<file path="src/rtl/hcordic_result_fsl_master.sv">
// hcordic_result_fsl_master: buffers HCORDIC result packets and serializes them as tag/x/y/z words onto an FSL master port
module hcordic_result_fsl_master #(
    parameter int DEPTH  = 4,
    parameter int ADDR_W = 2
) (
    input  logic              clock,
    input  logic              reset,
    input  logic [103:0]      ResultPacket,
    input  logic              ResultValid,
    input  logic              FSL_M_Full,
    output logic [31:0]       FSL_M_Data,
    output logic              FSL_M_Control,
    output logic              FSL_M_Write,
    output logic [ADDR_W:0]   Occupancy,
    output logic              Busy,
    output logic              Overflow
);
    typedef enum logic [2:0] {IDLE, HDR, WX, WY, WZ} state_t;

    state_t            state, state_nx;
    logic [103:0]      mem [DEPTH];
    logic [103:0]      hold;
    logic [ADDR_W-1:0] wr_ptr, rd_ptr;
    logic [ADDR_W:0]   count;
    logic              pop, push;

    assign FSL_M_Write = state != IDLE && !FSL_M_Full;
    assign pop         = count != '0 && (state == IDLE || (state == WZ && FSL_M_Write));
    assign push        = ResultValid && (count != (ADDR_W+1)'(DEPTH) || pop);
    assign Occupancy   = count;
    assign Busy        = state != IDLE;

    // Word mux and next-state: each word is held until the FSL side accepts it
    always_comb begin
        FSL_M_Control = state == HDR;
        FSL_M_Data    = state == HDR ? {24'h000000, hold[103:96]} :
                        state == WX  ? hold[31:0] :
                        state == WY  ? hold[63:32] :
                        state == WZ  ? hold[95:64] : '0;
        state_nx      = state;
        case (state)
            HDR:     state_nx = FSL_M_Write ? WX : HDR;
            WX:      state_nx = FSL_M_Write ? WY : WX;
            WY:      state_nx = FSL_M_Write ? WZ : WY;
            WZ:      state_nx = !FSL_M_Write ? WZ : count != '0 ? HDR : IDLE;
            default: state_nx = count != '0 ? HDR : IDLE;
        endcase
    end

    // Packet storage; write during a full-with-pop cycle reads the old head first
    always_ff @(posedge clock) begin
        if (push) mem[wr_ptr] <= ResultPacket;
    end

    // Pointers, occupancy, holding register, sticky overflow and FSM state
    always_ff @(posedge clock or posedge reset) begin
        if (reset) begin
            state    <= IDLE;
            wr_ptr   <= '0;
            rd_ptr   <= '0;
            count    <= '0;
            hold     <= '0;
            Overflow <= 1'b0;
        end else begin
            state    <= state_nx;
            count    <= count + (ADDR_W+1)'(push) - (ADDR_W+1)'(pop);
            Overflow <= Overflow | (ResultValid & ~push);
            if (push) wr_ptr <= wr_ptr + ADDR_W'(1);
            if (pop) begin
                rd_ptr <= rd_ptr + ADDR_W'(1);
                hold   <= mem[rd_ptr];
            end
        end
    end
endmodule
</file>
<file path="config.mk">
export PLATFORM = sky130hd
export DESIGN_NAME = hcordic_result_fsl_master
export DESIGN_NICKNAME = d
export VERILOG_FILES = /design/src/rtl/hcordic_result_fsl_master.sv
export SDC_FILE = /design/constraint.sdc
export NUM_CORES = 1
export LEC_CHECK = 0
export BUFFER_PORTS_ARGS = -buffer_cell sky130_fd_sc_hd__buf_2
export CORE_MARGIN = 3
export CORE_UTILIZATION = 40
export DETAILED_ROUTE_END_ITERATION = 12
export PLACE_DENSITY = 0.56
export SYNTH_ARGS = -nofsm -noshare
export SYNTH_HDL_FRONTEND = slang
export SYNTH_SLANG_ARGS = --single-unit
</file>
<file path="constraint.sdc">
create_clock -name clock -period 9.5 [get_ports clock]
set_input_delay 0.475 -clock clock [delete_from_list [all_inputs] [get_ports clock]]
set_output_delay 0.475 -clock clock [all_outputs]
set_load 0.03 [all_outputs]
</file>
# Word level (Yosys, flattened, before mapping)
# Memories as Yosys holds them, arrays and structs flattened. A register that Yosys moved wholly into a read port is not among the register bits.
# Cells that the tools add are included.
# classes
n_addsub	4
eq_ne	5
muxes	12
bitwise	3
n_reduce_logical	10
# op_table
op	n
$mux W32	4
$pmux W3 S4	1
$eq A3 B2 Y1 const B	2
$mux W3	2
$reduce_bool A3 Y1	2
$add A2 B1 Y2 const B	2
$logic_and A1 B1 Y1	4
$mux W1	4
$add A3 B1 Y3	1
$eq A3 B1 Y1 const B	1
$eq A3 B3 Y1 const B	1
$logic_not A3 Y1	1
$ne A3 B3 Y1 const B	1
$sub A3 B1 Y3	1
$logic_or A1 B1 Y1	2
$mux W2	1
$and A1 B1 Y1	1
$logic_not A1 Y1	1
$not A1 Y1	1
$or A1 B1 Y1	1
# word_totals
reg_bits	11
mem_bits_rw	416
wordCells	40
n_memories	1
# memory_table
memory	words	word_bits	read_ports	rd_ports_with_merged_regs	write_ports	line	source
mem	4	104	1	1	1	21	logic [103:0] mem [DEPTH];

# Depth between registers and ports, before layout
# depth
depth_word	10
depth_mapped	11
ltp_nobuf	9

# Worst setup path after synthesis
# OpenSTA, ideal clock, no wires.
# synth_timing
path_type	register to register
from	reg state[2]
to	mem mem[0][0], enable pin
arrival_ns	3.583
setup_slack_ns	5.442
stages_incl_launch_ff	5
n_path_buf	1
period_less_slack_ns	4.058
cell_sequence	dfrtp_1 buf_2 a211o_1 a31oi_2 and2_1
# synth_between
elab_chain_len	9
# synth_rtl
element	line	source
start: declaration	20	state_t state, state_nx;
start signal: assignment	65	state <= state_nx;
$reduce_bool A3 Y1	27	assign FSL_M_Write = state != IDLE && !FSL_M_Full;
$logic_and A1 B1 Y1	27	
$logic_and A1 B1 Y1	28	assign pop = count != '0 && (state == IDLE || (state == WZ && FSL_M_Write));
$logic_or A1 B1 Y1 (*)	28	
$logic_and A1 B1 Y1 (*)	28	
$logic_or A1 B1 Y1 (*)	29	assign push = ResultValid && (count != (ADDR_W+1)'(DEPTH) || pop);
$logic_and A1 B1 Y1 (*)	29	
$mux W1 (*)	52	if (push) mem[wr_ptr] <= ResultPacket;
$mux W1 (not written as such) (*)	52	
end: declaration	21	
# Every way passes the cells marked *; elsewhere a longest branch is shown, timed or not.

# Worst setup path after layout
# layout_timing
from	reg state[1]
to	mem mem[1][27], enable pin
# Same word-level chain as after synthesis.

==> results.json <==
{
  "worstPathRequired_ns": 9.72,
  "cp_data_arrival_time_ns": 3.85,
  "maxCapViolCount": 0,
  "htree_levels": 2,
  "tns_ns": 0,
  "synth_area_leaders": "edfxtp_1 (62%), dfrtp_1 (14%), mux4_2 (12%)",
  "vias": 9557,
  "r2r.worst_path.cells": 4,
  "post-route-util": 0.4734,
  "cts_sinks": 531,
  "setup_viol": 0,
  "synth.most_common_cell": "edfxtp_1",
  "synth-simple-area-share": 0.007547,
  "clock_latency_ns": 0.61,
  "reg2reg_from": "state[1]",
  "path_depth": 4,
  "synth_async_sr_flop_share": 0.2166,
  "grt_pass1_wl_um": 66300,
  "grt_start_max_net_pins": 63,
  "peakVddDrop_v": 0.0001720,
  "cts_setup_buffers": 0,
  "synth_top_family_by_area": "multiplexers",
  "slew_viol_final": 0,
  "wirelength_um": 43630,
  "synth_xor_area_frac": 0.002598,
  "antenna_found_initial": 9,
  "ff2ff_setup_slack_ns": 5.87,
  "worstSetupEndpoint": "mem[1][27]",
  "yosysTopAreaCell": "edfxtp_1",
  "muxShareOfSynthArea": 0.1753,
  "period_minus_slack_ns": 3.627,
  "status": "finished clean",
  "groute.usage.overall": 0.1672,
  "rows": 81,
  "remaining_drc_errors": 0,
  "r2r-end": "mem[1][27]",
  "critical_path.endpoint_type": "flip-flop",
  "startpoint_type": "flip-flop",
  "grt_pass1_vias": 10261,
  "drt-initial-drc-count": 775,
  "synth_edf_count": 416,
  "hold_path.class": "input port to flip-flop",
  "synthAdderAreaFrac": 0.004702,
  "yosysSeqAreaShare": 0.7599,
  "path_class": "flip-flop to flip-flop",
  "ys_seq_elements": 531,
  "synth_cell_types": 37,
  "dp_hpwl_um": 24220,
  "start_util": 0.4090,
  "netlist_area_um2": 20230,
  "synth_compound_area_frac": 0.03124,
  "wl_per_cell_um": 24.20,
  "slew_headroom": 0.3530,
  "numCtsBuffers": 54,
  "crit_buf_inv": 1,
  "rsz0062_at_grt": "no",
  "critical_path.max_stage_delay_ns": 0.83,
  "slowest_stage": "and2_4",
  "clock_path_buffers": 3,
  "power_density_nw_per_um2": 339.9,
  "hold_viol": 0,
  "die_width_um": 230.9,
  "clock.fmax_mhz": 275.7,
  "ant_nets": 0,
  "die_h_um": 230.9,
  "ctsResizeCount": 0,
  "worstPathMaxFanout": 53,
  "clockRootBuffer": "clkbuf_16",
  "fill_cells": 4178,
  "skew_ns": 0.02423,
  "period_share": 0.3817,
  "syn_inst": 931,
  "path_cells": "a211o_1 -> a31oi_2 -> and2_4 -> buf_4",
  "layout.nets": 1207,
  "synthesis.nets": 1046,
  "overflow": 0,
  "die-area_um2": 53300,
  "p_leak_nw": 8.189,
  "syn_area_per_cell_um2": 21.72,
  "vias_per_cell": 5.301,
  "path_clk_slew_ns": 0.06,
  "ys.flop_type": "edfxtp_1",
  "synthTopCellsByCount": "edfxtp_1 (416), dfrtp_1 (115), mux2_2 (105)",
  "syn_to_final_growth_pct": 15.77,
  "crit_family": "simple AND/OR/NAND/NOR gates",
  "drive_above_1_share": 0.4130,
  "cp-startpoint": "state[1]",
  "gp_congestion": 0.6959,
  "pre_cts_ws_ns": 5.858,
  "core_um2": 49460,
  "tightest_slew_ns": 0.9705,
  "dr.pass1.iters": 5,
  "post_cts_hold_buffer_count": 1,
  "cts_tree": "done",
  "finalWorstSetupSlack_ns": 5.873,
  "io_pins": 147,
  "synth.top_cell.area_share": 0.6176,
  "io_buffers": 146,
  "holdWs_ns": 0.08794,
  "yosys_warnings": 0
}
-- layer usage --
layer	up-vias	track usage	routed length, µm
li1	4149	-	-
met1	5127	0.2382	19810
met4	12	0.03912	781
met2	198	0.2652	20940
met3	71	0.03727	2028
met5	-	0	72
-- flip-flops by register name, summed over array words and instances, names as in the netlist --
name       count
mem          416
hold         104
Occupancy      3
state          3
rd_ptr         2
wr_ptr         2
Overflow       1
-- final cells by class --
type	instances	area, µm²	share of cell area
sequential	531	15380	0.6568
multi-input combinational	329	4508	0.1925
clock buffer	69	1509	0.06444
timing repair buffer	159	830.8	0.03548
tap	664	830.8	0.03548
clock inverter	33	286.5	0.01224
inverter	17	68.82	0.002939
antenna	1	2.502	0.0001069
-- how the worst min path moves through the flow --
stage / startpoint / slack (ns) / cells past startpoint / to
after detailed placement: Overflow / 0.45 / 1 / Overflow
final: ResultPacket[35] / 0.09 / 1 / mem[3][35]
after floorplan: hold[103] / 0.48 / 1 / hold[103]
after global placement: Overflow / 0.47 / 1 / Overflow
after global routing: ResultPacket[32] / 0.06 / 1 / mem[3][32]
after CTS: ResultPacket[1] / 0.04 / 1 / mem[1][1]
-- placed cells by master, fill, tap and decap left out, drive strengths merged, types with 4 or more instances in the layout --
cell,count
a21oi,8
a22oi,26
a2bb2oi,6
a311o,6
and2,5
buf,158
bufinv,4
clkbuf,69
clkinv,25
clkinvlp,4
dfrtp,115
edfxtp,416
ha,6
inv,17
mux2,105
mux4,104
nand2,5
nand3,7
o2bb2ai,24
xnor2,5
-- stage by stage --
| stage | cells | power, mW | cell area [µm²] |
|---|---|---|---|
| 6_report | 1803 | 7.959 | 23420 |
| 5_1_grt | 1802 | 8.392 | 23410 |
| 4_1_cts | 1802 | 8.095 | 23410 |
| 3_5_place_dp | 1699 | 5.960 | 21610 |
| 3_3_place_gp | 1699 | 5.915 | 21610 |
| 2_1_floorplan | 931 | 5.276 | 20230 |
-- kinds of logic after synthesis --
group           after synthesis
compound gates               78
mux                         211
simple gates                 27
fa+ha+maj                     7
xor+xnor                      6
flops                       531
buf+inv                      71
-- power breakdown --
| part | leakage (nW) | total, mW | internal [mW] | switching (mW) |
|---|---|---|---|---|
| clock | 0.882 | 2.11 | 1.23 | 0.879 |
| sequential | 5.16 | 3.53 | 3.19 | 0.346 |
| combinational | 2.14 | 2.32 | 1.06 | 1.25 |
No activity file was read; power rests on OpenSTA's default activity.
